### src/rtl/fetch_sequencer_if.sv
// Fetch port bundle: instruction-memory req/ack, execute redirect, decode hand-off.
interface fetch_sequencer_if;
   // imem_req rises with imem_addr and both hold until imem_ack, redirect, timeout or reset;
   // imem_ack is honoured only while imem_req=1; inst_valid holds its word until stall=0.
   logic        imem_req;
   logic [31:0] imem_addr;
   logic        imem_ack;
   logic [31:0] imem_rdata;
   logic        redirect_valid;
   logic [31:0] redirect_addr;
   logic        stall;
   logic        inst_valid;
   logic [31:0] inst_code;
   logic [31:0] inst_address;
   logic        fetch_error;

   modport master (
      output imem_req, imem_addr, inst_valid, inst_code, inst_address, fetch_error,
      input  imem_ack, imem_rdata, redirect_valid, redirect_addr, stall
   );

   modport slave (
      input  imem_req, imem_addr, inst_valid, inst_code, inst_address, fetch_error,
      output imem_ack, imem_rdata, redirect_valid, redirect_addr, stall
   );
endinterface

### src/rtl/fetch_sequencer.sv
// Multicycle instruction-fetch controller: owns the PC, sequences imem reads, applies redirects.
// Define MISALIGN_TRAP_EN to trap misaligned redirect targets instead of aligning them.
module fetch_sequencer #(
   parameter logic [31:0] RESET_ADDR = 32'h0000_0000,
   parameter int unsigned MAX_WAIT   = 15,
   parameter logic [31:0] NOP_CODE   = 32'h0000_0013
) (
   input  logic              clock,
   input  logic              reset,
   fetch_sequencer_if.master bus,
   output logic [1:0]        debug_state
);

   typedef enum logic [1:0] {
      IDLE = 2'd0,
      REQ  = 2'd1,
      OUT  = 2'd2,
      ERR  = 2'd3
   } state_t;

   localparam logic [7:0] WAIT_LIMIT = 8'(MAX_WAIT);

   state_t      state, state_next;
   logic [31:0] pc, pc_next;
   logic [7:0]  wait_cnt, wait_next;
   logic        req_next;
   logic [31:0] addr_next;
   logic        valid_next;
   logic [31:0] code_next;
   logic [31:0] address_next;
   logic        error_next;
   logic [31:0] redirect_aligned;

   assign redirect_aligned = bus.redirect_addr & ~32'h0000_0003;
   assign debug_state      = state;

   always_comb begin
      state_next   = state;
      pc_next      = pc;
      wait_next    = wait_cnt;
      valid_next   = bus.inst_valid;
      code_next    = bus.inst_code;
      address_next = bus.inst_address;

      case (state)
         IDLE: state_next = REQ;
         REQ: begin
            if (bus.imem_ack) begin
               code_next    = bus.imem_rdata;
               address_next = pc;
               valid_next   = 1'b1;
               pc_next      = pc + 32'd4;
               wait_next    = '0;
               state_next   = OUT;
            end else if (wait_cnt == WAIT_LIMIT) begin
               state_next = ERR;
            end else begin
               wait_next = wait_cnt + 8'd1;
            end
         end
         OUT: begin
            if (!bus.stall) begin
               valid_next = 1'b0;
               state_next = REQ;
            end
         end
         default: valid_next = 1'b0;
      endcase

      // A redirect discards any word returning this cycle and leaves the PC untouched by it.
      if (bus.redirect_valid && state != ERR) begin
         valid_next   = 1'b0;
         wait_next    = '0;
         code_next    = bus.inst_code;
         address_next = bus.inst_address;
         pc_next      = pc;
`ifdef MISALIGN_TRAP_EN
         if (bus.redirect_addr[1:0] != 2'b00) begin
            state_next = ERR;
         end else begin
            pc_next    = redirect_aligned;
            state_next = IDLE;
         end
`else
         pc_next    = redirect_aligned;
         state_next = IDLE;
`endif
      end

      error_next = bus.fetch_error | (state_next == ERR);
      req_next   = (state_next == REQ);
      addr_next  = req_next ? pc_next : bus.imem_addr;
   end

   always_ff @(posedge clock) begin
      if (reset) begin
         state            <= IDLE;
         pc               <= RESET_ADDR;
         wait_cnt         <= '0;
         bus.imem_req     <= 1'b0;
         bus.imem_addr    <= RESET_ADDR;
         bus.inst_valid   <= 1'b0;
         bus.inst_code    <= NOP_CODE;
         bus.inst_address <= RESET_ADDR;
         bus.fetch_error  <= 1'b0;
      end else begin
         state            <= state_next;
         pc               <= pc_next;
         wait_cnt         <= wait_next;
         bus.imem_req     <= req_next;
         bus.imem_addr    <= addr_next;
         bus.inst_valid   <= valid_next;
         bus.inst_code    <= code_next;
         bus.inst_address <= address_next;
         bus.fetch_error  <= error_next;
      end
   end

endmodule

### src/flat_wrapper.sv
// flat-port wrapper written by rule: the top's interface ports become plain ports
module fetch_sequencer_flat 
#(
   parameter logic [31:0] RESET_ADDR = 32'h0000_0000,
   parameter int unsigned MAX_WAIT   = 15,
   parameter logic [31:0] NOP_CODE   = 32'h0000_0013
)
  (clock, reset, debug_state, bus_imem_req, bus_imem_addr, bus_inst_valid, bus_inst_code, bus_inst_address, bus_fetch_error, bus_imem_ack, bus_imem_rdata, bus_redirect_valid, bus_redirect_addr, bus_stall);
  fetch_sequencer_if bus_i ();
  input  logic clock;
  input  logic reset;
  output logic [1:0] debug_state;
  output wire logic [$bits(bus_i.imem_req)-1:0] bus_imem_req;
  output wire logic [$bits(bus_i.imem_addr)-1:0] bus_imem_addr;
  output wire logic [$bits(bus_i.inst_valid)-1:0] bus_inst_valid;
  output wire logic [$bits(bus_i.inst_code)-1:0] bus_inst_code;
  output wire logic [$bits(bus_i.inst_address)-1:0] bus_inst_address;
  output wire logic [$bits(bus_i.fetch_error)-1:0] bus_fetch_error;
  input wire logic [$bits(bus_i.imem_ack)-1:0] bus_imem_ack;
  input wire logic [$bits(bus_i.imem_rdata)-1:0] bus_imem_rdata;
  input wire logic [$bits(bus_i.redirect_valid)-1:0] bus_redirect_valid;
  input wire logic [$bits(bus_i.redirect_addr)-1:0] bus_redirect_addr;
  input wire logic [$bits(bus_i.stall)-1:0] bus_stall;
  assign bus_imem_req = bus_i.imem_req;
  assign bus_imem_addr = bus_i.imem_addr;
  assign bus_inst_valid = bus_i.inst_valid;
  assign bus_inst_code = bus_i.inst_code;
  assign bus_inst_address = bus_i.inst_address;
  assign bus_fetch_error = bus_i.fetch_error;
  assign bus_i.imem_ack = bus_imem_ack;
  assign bus_i.imem_rdata = bus_imem_rdata;
  assign bus_i.redirect_valid = bus_redirect_valid;
  assign bus_i.redirect_addr = bus_redirect_addr;
  assign bus_i.stall = bus_stall;
  fetch_sequencer #(.RESET_ADDR(RESET_ADDR), .MAX_WAIT(MAX_WAIT), .NOP_CODE(NOP_CODE)) u_core (.clock(clock), .reset(reset), .bus(bus_i), .debug_state(debug_state));
endmodule
### config.mk
export PLATFORM = sky130hd
export DESIGN_NAME = fetch_sequencer_flat
export DESIGN_NICKNAME = d
export VERILOG_FILES = /design/src/rtl/fetch_sequencer_if.sv /design/src/rtl/fetch_sequencer.sv /design/src/flat_wrapper.sv
export SDC_FILE = /design/constraint.sdc
export NUM_CORES = 1
export LEC_CHECK = 0
export CAP_MARGIN = 25
export CORE_UTILIZATION = 47
export CTS_CLUSTER_SIZE = 40
export DETAILED_ROUTE_END_ITERATION = 12
export PLACE_DENSITY = 0.91
export SLEW_MARGIN = 20
export SYNTH_ARGS = -nofsm -noshare
export SYNTH_HDL_FRONTEND = slang
export SYNTH_SLANG_ARGS = --single-unit
### constraint.sdc
create_clock -name clock -period 3 [get_ports clock]
set_clock_uncertainty 0.1 [all_clocks]
set_input_delay 0.6 -clock clock [delete_from_list [all_inputs] [get_ports clock]]
set_output_delay 0.6 -clock clock [all_outputs]
set_load 0.01 [all_outputs]
# Word-level counts from Yosys, hierarchy flattened
# Index checks and enable logic that the tools add are counted.
word_totals:
  out_inout_bits: 101
  regBits: 141
  in_bits: 69
classes:
  n_reduce_logical: 6
  add_sub_neg: 2
  bitwise: 3
  n_mux: 13
  n_eq_ne: 9
op_table:
  columns: ["op", "count"]
  rows:
  - ["32-bit two-way mux", 3]
  - ["32-bit by 3-bit adder with 32-bit output, second input constant", 1]
  - ["8-bit two-way mux", 2]
  - ["8-bit by 1-bit adder with 8-bit output, second input constant", 1]
  - ["8-bit by 4-bit == test with 1-bit output, second input constant", 1]
  - ["2-bit two-way mux", 4]
  - ["2-bit != test, second input constant", 4]
  - ["2-bit case mux with 3 select lines", 1]
  - ["3-bit AND reduction", 2]
  - ["2-bit by 1-bit == test with 1-bit output, second input constant", 2]
  - ["2-bit == test, second input constant", 2]
  - ["1-bit case mux with 3 select lines", 1]
  - ["2-bit zero test", 1]
  - ["1-bit two-way mux", 2]
  - ["1-bit inverter", 2]
  - ["2-bit AND reduction", 1]
  - ["2-bit OR reduction", 1]
  - ["1-bit logical AND", 1]
  - ["1-bit OR", 1]

# Longest topological paths before layout
depth:
  ltp_word: 7
  mapped_depth: 8
  depth_no_buf: 7

# Worst setup path before layout
# No wires, ideal clock.
synth_timing:
  path_kind: "input port to flip-flop"
  from: "in bus_imem_ack"
  to: "reg u_core.bus.imem_addr[17]"
  arrival_ns: 2.110
  slack_ns: 0.673
  setup_time_ns: 0.117
  t_required_ns: 2.783
  stages: 6
  cell_sequence: "nand4b_4 > or4_1 > buf_2 > o31ai_1 > or3b_1 > a22o_1"
synth_between:
  elab_chain_cells: 4
synth_rtl:
  columns: ["item", "line", "rtl"]
  rows:
  - ["start, declared", "flat_wrapper.sv:19", "input wire logic [$bits(bus_i.imem_ack)-1:0] bus_imem_ack;"]
  - ["2-bit two-way mux", "fetch_sequencer.sv:48", "if (bus.imem_ack) begin"]
  - ["2-bit case mux with 3 select lines", "fetch_sequencer.sv:45", "case (state)"]
  - ["2-bit two-way mux", "fetch_sequencer.sv:71", "if (bus.redirect_valid && state != ERR) begin"]
  - ["2-bit by 1-bit == test with 1-bit output", "fetch_sequencer.sv:91", "req_next = (state_next == REQ);"]
  - ["end signal, assigned", "fetch_sequencer.sv:111", "bus.imem_addr <= addr_next;"]
  - ["end, declared", "fetch_sequencer_if.sv:18", "output imem_req, imem_addr, inst_valid, inst_code, inst_address, fetch_error,"]
# Parallel ways exist; a longest one is shown, timed or not.
# A chain may end at the register's enable or synchronous reset.

# Worst setup path in the final report
# Same ends and word-level chain as after synthesis.

==> impl_metrics.tcl <==
set metrics [dict create \
    antenna_found_initial 0 \
    share_comb_of_total_power 0.093 \
    rsz0062_at_grt "false" \
    ys_seq_area_frac 0.512 \
    coreArea_um2 11400 \
    avgRoutedWirePerCell_um 16.2 \
    fin_util 0.700 \
    synth-edff-count 0 \
    syn_area_um2 5520 \
    grt_max_degree 65 \
    via_per_inst 5.48 \
    synth_flop_cell "dfxtp_1" \
    num_vias 5286 \
    cp.arrival_ns 2.69 \
    path_cells "clkdlybuf4s50_1 -> nand4b_4 -> or4_1 -> o31ai_1 -> or3b_1 -> a22o_1" \
    avgSynthCellArea_um2 8.53 \
    final_cells 964 \
    grt_first_pass_wirelength_mm 23.9 \
    cp.depth 6 \
    rrSetupSlack_ns 0.71 \
    ys_types 47 \
    dieArea_um2 12200 \
    first_iter_violations 499 \
    max_cap_violations 0 \
    dp_hpwl_mm 10.2 \
    antenna_left 0 \
    report.final.hold_viol_count 0 \
    place_congestion 0.856 \
    period_needed_ns 2.49 \
    die_h_um 110 \
    cts_tree "yes" \
    p_int_mw 3.58 \
    area_delta_synth_final_pct 44.8 \
    cp_max_fo 7 \
    finalMaxSlewViolations 0 \
    grt_pass1_vias 4808 \
    hold_path.class "reg2reg" \
    drive_above_1_share 0.0743 \
    ir_drop_v 0.000491 \
    setup_viol_count_final 0 \
    p_sw_mw 1.04 \
    final_common_cell "clkdlybuf4s50_1" \
    timing.rr.end "u_core.bus.imem_addr[17]$_SDFFE_PP0N_" \
    dp_slack_ns 0.0980 \
    io_pins 170 \
    gr-total-overflow 0 \
    wirelength_mm 15.6 \
    p_per_area_nw_per_um2 578 \
    synth_nets 718 \
    crit_end "u_core.bus.imem_addr[17]$_SDFFE_PP0N_" \
    cp.required_ns 3.20 \
    diodes 0 \
    cts.repair.resized 0 \
    rows 39 \
    drtPass1Iterations 6 \
    r2r_start "u_core.pc[5]$_SDFF_PP0_" \
    clk_latency_ns 0.42 \
    critPathBufInv 1 \
    p_seq_frac 0.437 \
    clkSlewWorstSetupHoldPaths_ns 0.06 \
    worstSetupPathType "in2reg" \
    power_frac_clock 0.470 \
    nets 879 \
    period_share 0.830 \
    cp_slowest_cell "or4_1" \
    async_reset_ff_frac 0 \
    switching_share 0.225 \
    outcome "finished, final reports clean" \
    cp-end-kind "register" \
    drc_errors 0 \
    max_slew_margin 0.505 \
    track_usage 0.258 \
    clock_path_buffers 2 \
    cts_setup_buffers 0 \
    yosysWarningCount 0 \
    n_fill_cell 887 \
    cts_buffers 17 \
    cts-root-buf "clkbuf_16" \
    crit_path_start_kind "input port" \
    ys_ff_latch 141 \
    syn_inst 647 \
    cts_sinks 141 \
    multi_input_area_um2 2500 \
    placedCellCount 932 \
    power_mw 4.62 \
    crit_path_max_incr_delay_ns 0.56 \
    final_cell_mix "166 x clkdlybuf4s50_1, 150 x nand2_1, 141 x dfxtp_1, 73 x a21oi_1, 31 x nor2_1" \
    fmax_mhz 401 \
    fin_setup_tns_ns 0 \
    critical_path.startpoint "bus_imem_ack" \
    r2r_cells 5 \
    finalWorstSetupSlack_ns 0.509 \
    seq_area_um2 2820 \
    die_width_um 110 \
    leakagePower_nw 3.01 \
    io_buffers 167 \
    cts_max_level 4 \
    initial_core_util 0.483 \
    critical-path-top-delay-family "simple AND/OR/NAND/NOR gates" \
    ctsHoldBuffers 0 \
    worst_slew_pin_slew_ns 0.743 \
]
[power groups by stage]
stage	combinational [mW]	sequential (mW)	clock, mW
6_report	0.430	2.02	2.17
5_1_grt	0.464	2.02	2.30
4_1_cts	0.430	2.01	2.20
3_5_place_dp	0.424	2.05	0
3_3_place_gp	0.417	2.05	0
2_1_floorplan	0.170	2.06	0
[worst min-delay path, stage by stage, from the launching register on]
cell	delay, ns
dfxtp_1	0.31
nand2_1	0.05
a21oi_1	0.05
[per-layer routing]
metal,share of wire,track usage
met1,0.43,0.340
met2,0.46,0.399
met3,0.077,0.0576
met4,0.026,0.126
met5,0,0
[synthesized netlist by cell type (all sizes together), types with 7 or more instances]
master     n  share of area
nor3      12          0.011
a21oi     73          0.066
nand2    150           0.10
o211a     10          0.018
dfxtp    141           0.51
o21ai     25          0.023
inv       10         0.0068
o2bb2ai   10          0.016
nor2      33          0.022
and4      10          0.016
nand4      8         0.0091
and2      11          0.012
nand3     16          0.015
a22o      14          0.022
buf        8         0.0070
clkbuf    35          0.024
a31oi      7         0.0079
and3       7         0.0079
[how the worst min path moves through the flow]
stage,start,end,slack (ns),cells after the start
2_1_floorplan,u_core.pc[0]$_SDFF_PP0_,u_core.bus.inst_address[0]$_SDFFE_PP0P_,0.33,2
3_3_place_gp,u_core.pc[1]$_SDFF_PP0_,u_core.bus.inst_address[1]$_SDFFE_PP0P_,0.34,2
3_5_place_dp,u_core.pc[0]$_SDFF_PP0_,u_core.bus.inst_address[0]$_SDFFE_PP0P_,0.34,2
4_1_cts,u_core.pc[0]$_SDFF_PP0_,u_core.bus.inst_address[0]$_SDFFE_PP0P_,0.35,2
5_1_grt,u_core.pc[0]$_SDFF_PP0_,u_core.bus.inst_address[0]$_SDFFE_PP0P_,0.37,2
6_report,u_core.pc[0]$_SDFF_PP0_,u_core.bus.inst_address[0]$_SDFFE_PP0P_,0.35,2
[sequential cells by signal, summed over array words and instances, names as in the netlist]
signal                   cells
u_core.bus.inst_address     32
u_core.bus.inst_code        32
u_core.pc                   32
u_core.bus.imem_addr        32
u_core.bus.imem_req          1
u_core.bus.inst_valid        1
u_core.bus.fetch_error       1
u_core.debug_state           2
u_core.wait_cnt              8
[logic make-up after synthesis]
family          synth area share
fa+ha+maj                0.00454
flops                      0.512
xor+xnor                  0.0191
simple gates               0.232
mux                      0.00907
buf+inv                   0.0376
compound gates             0.186
[per-stage QoR]
stage               area (um2)  hold slack (ns)
floorplan                 5520            0.327
CTS                       7990            0.350
detailed placement        7370            0.340
global route              7990            0.367
finish                    7990            0.350
global placement          7370            0.337
[final cells by class]
type	instances	share of cell area
multi-input cells	453	0.313
clock buffers	23	0.0611
inverters	10	0.00470
clock inverters	9	0.0166
flip-flops and latches	141	0.353
repair buffers	185	0.229
well taps	143	0.0224
Note: power is estimated with default switching activity, not from simulation.
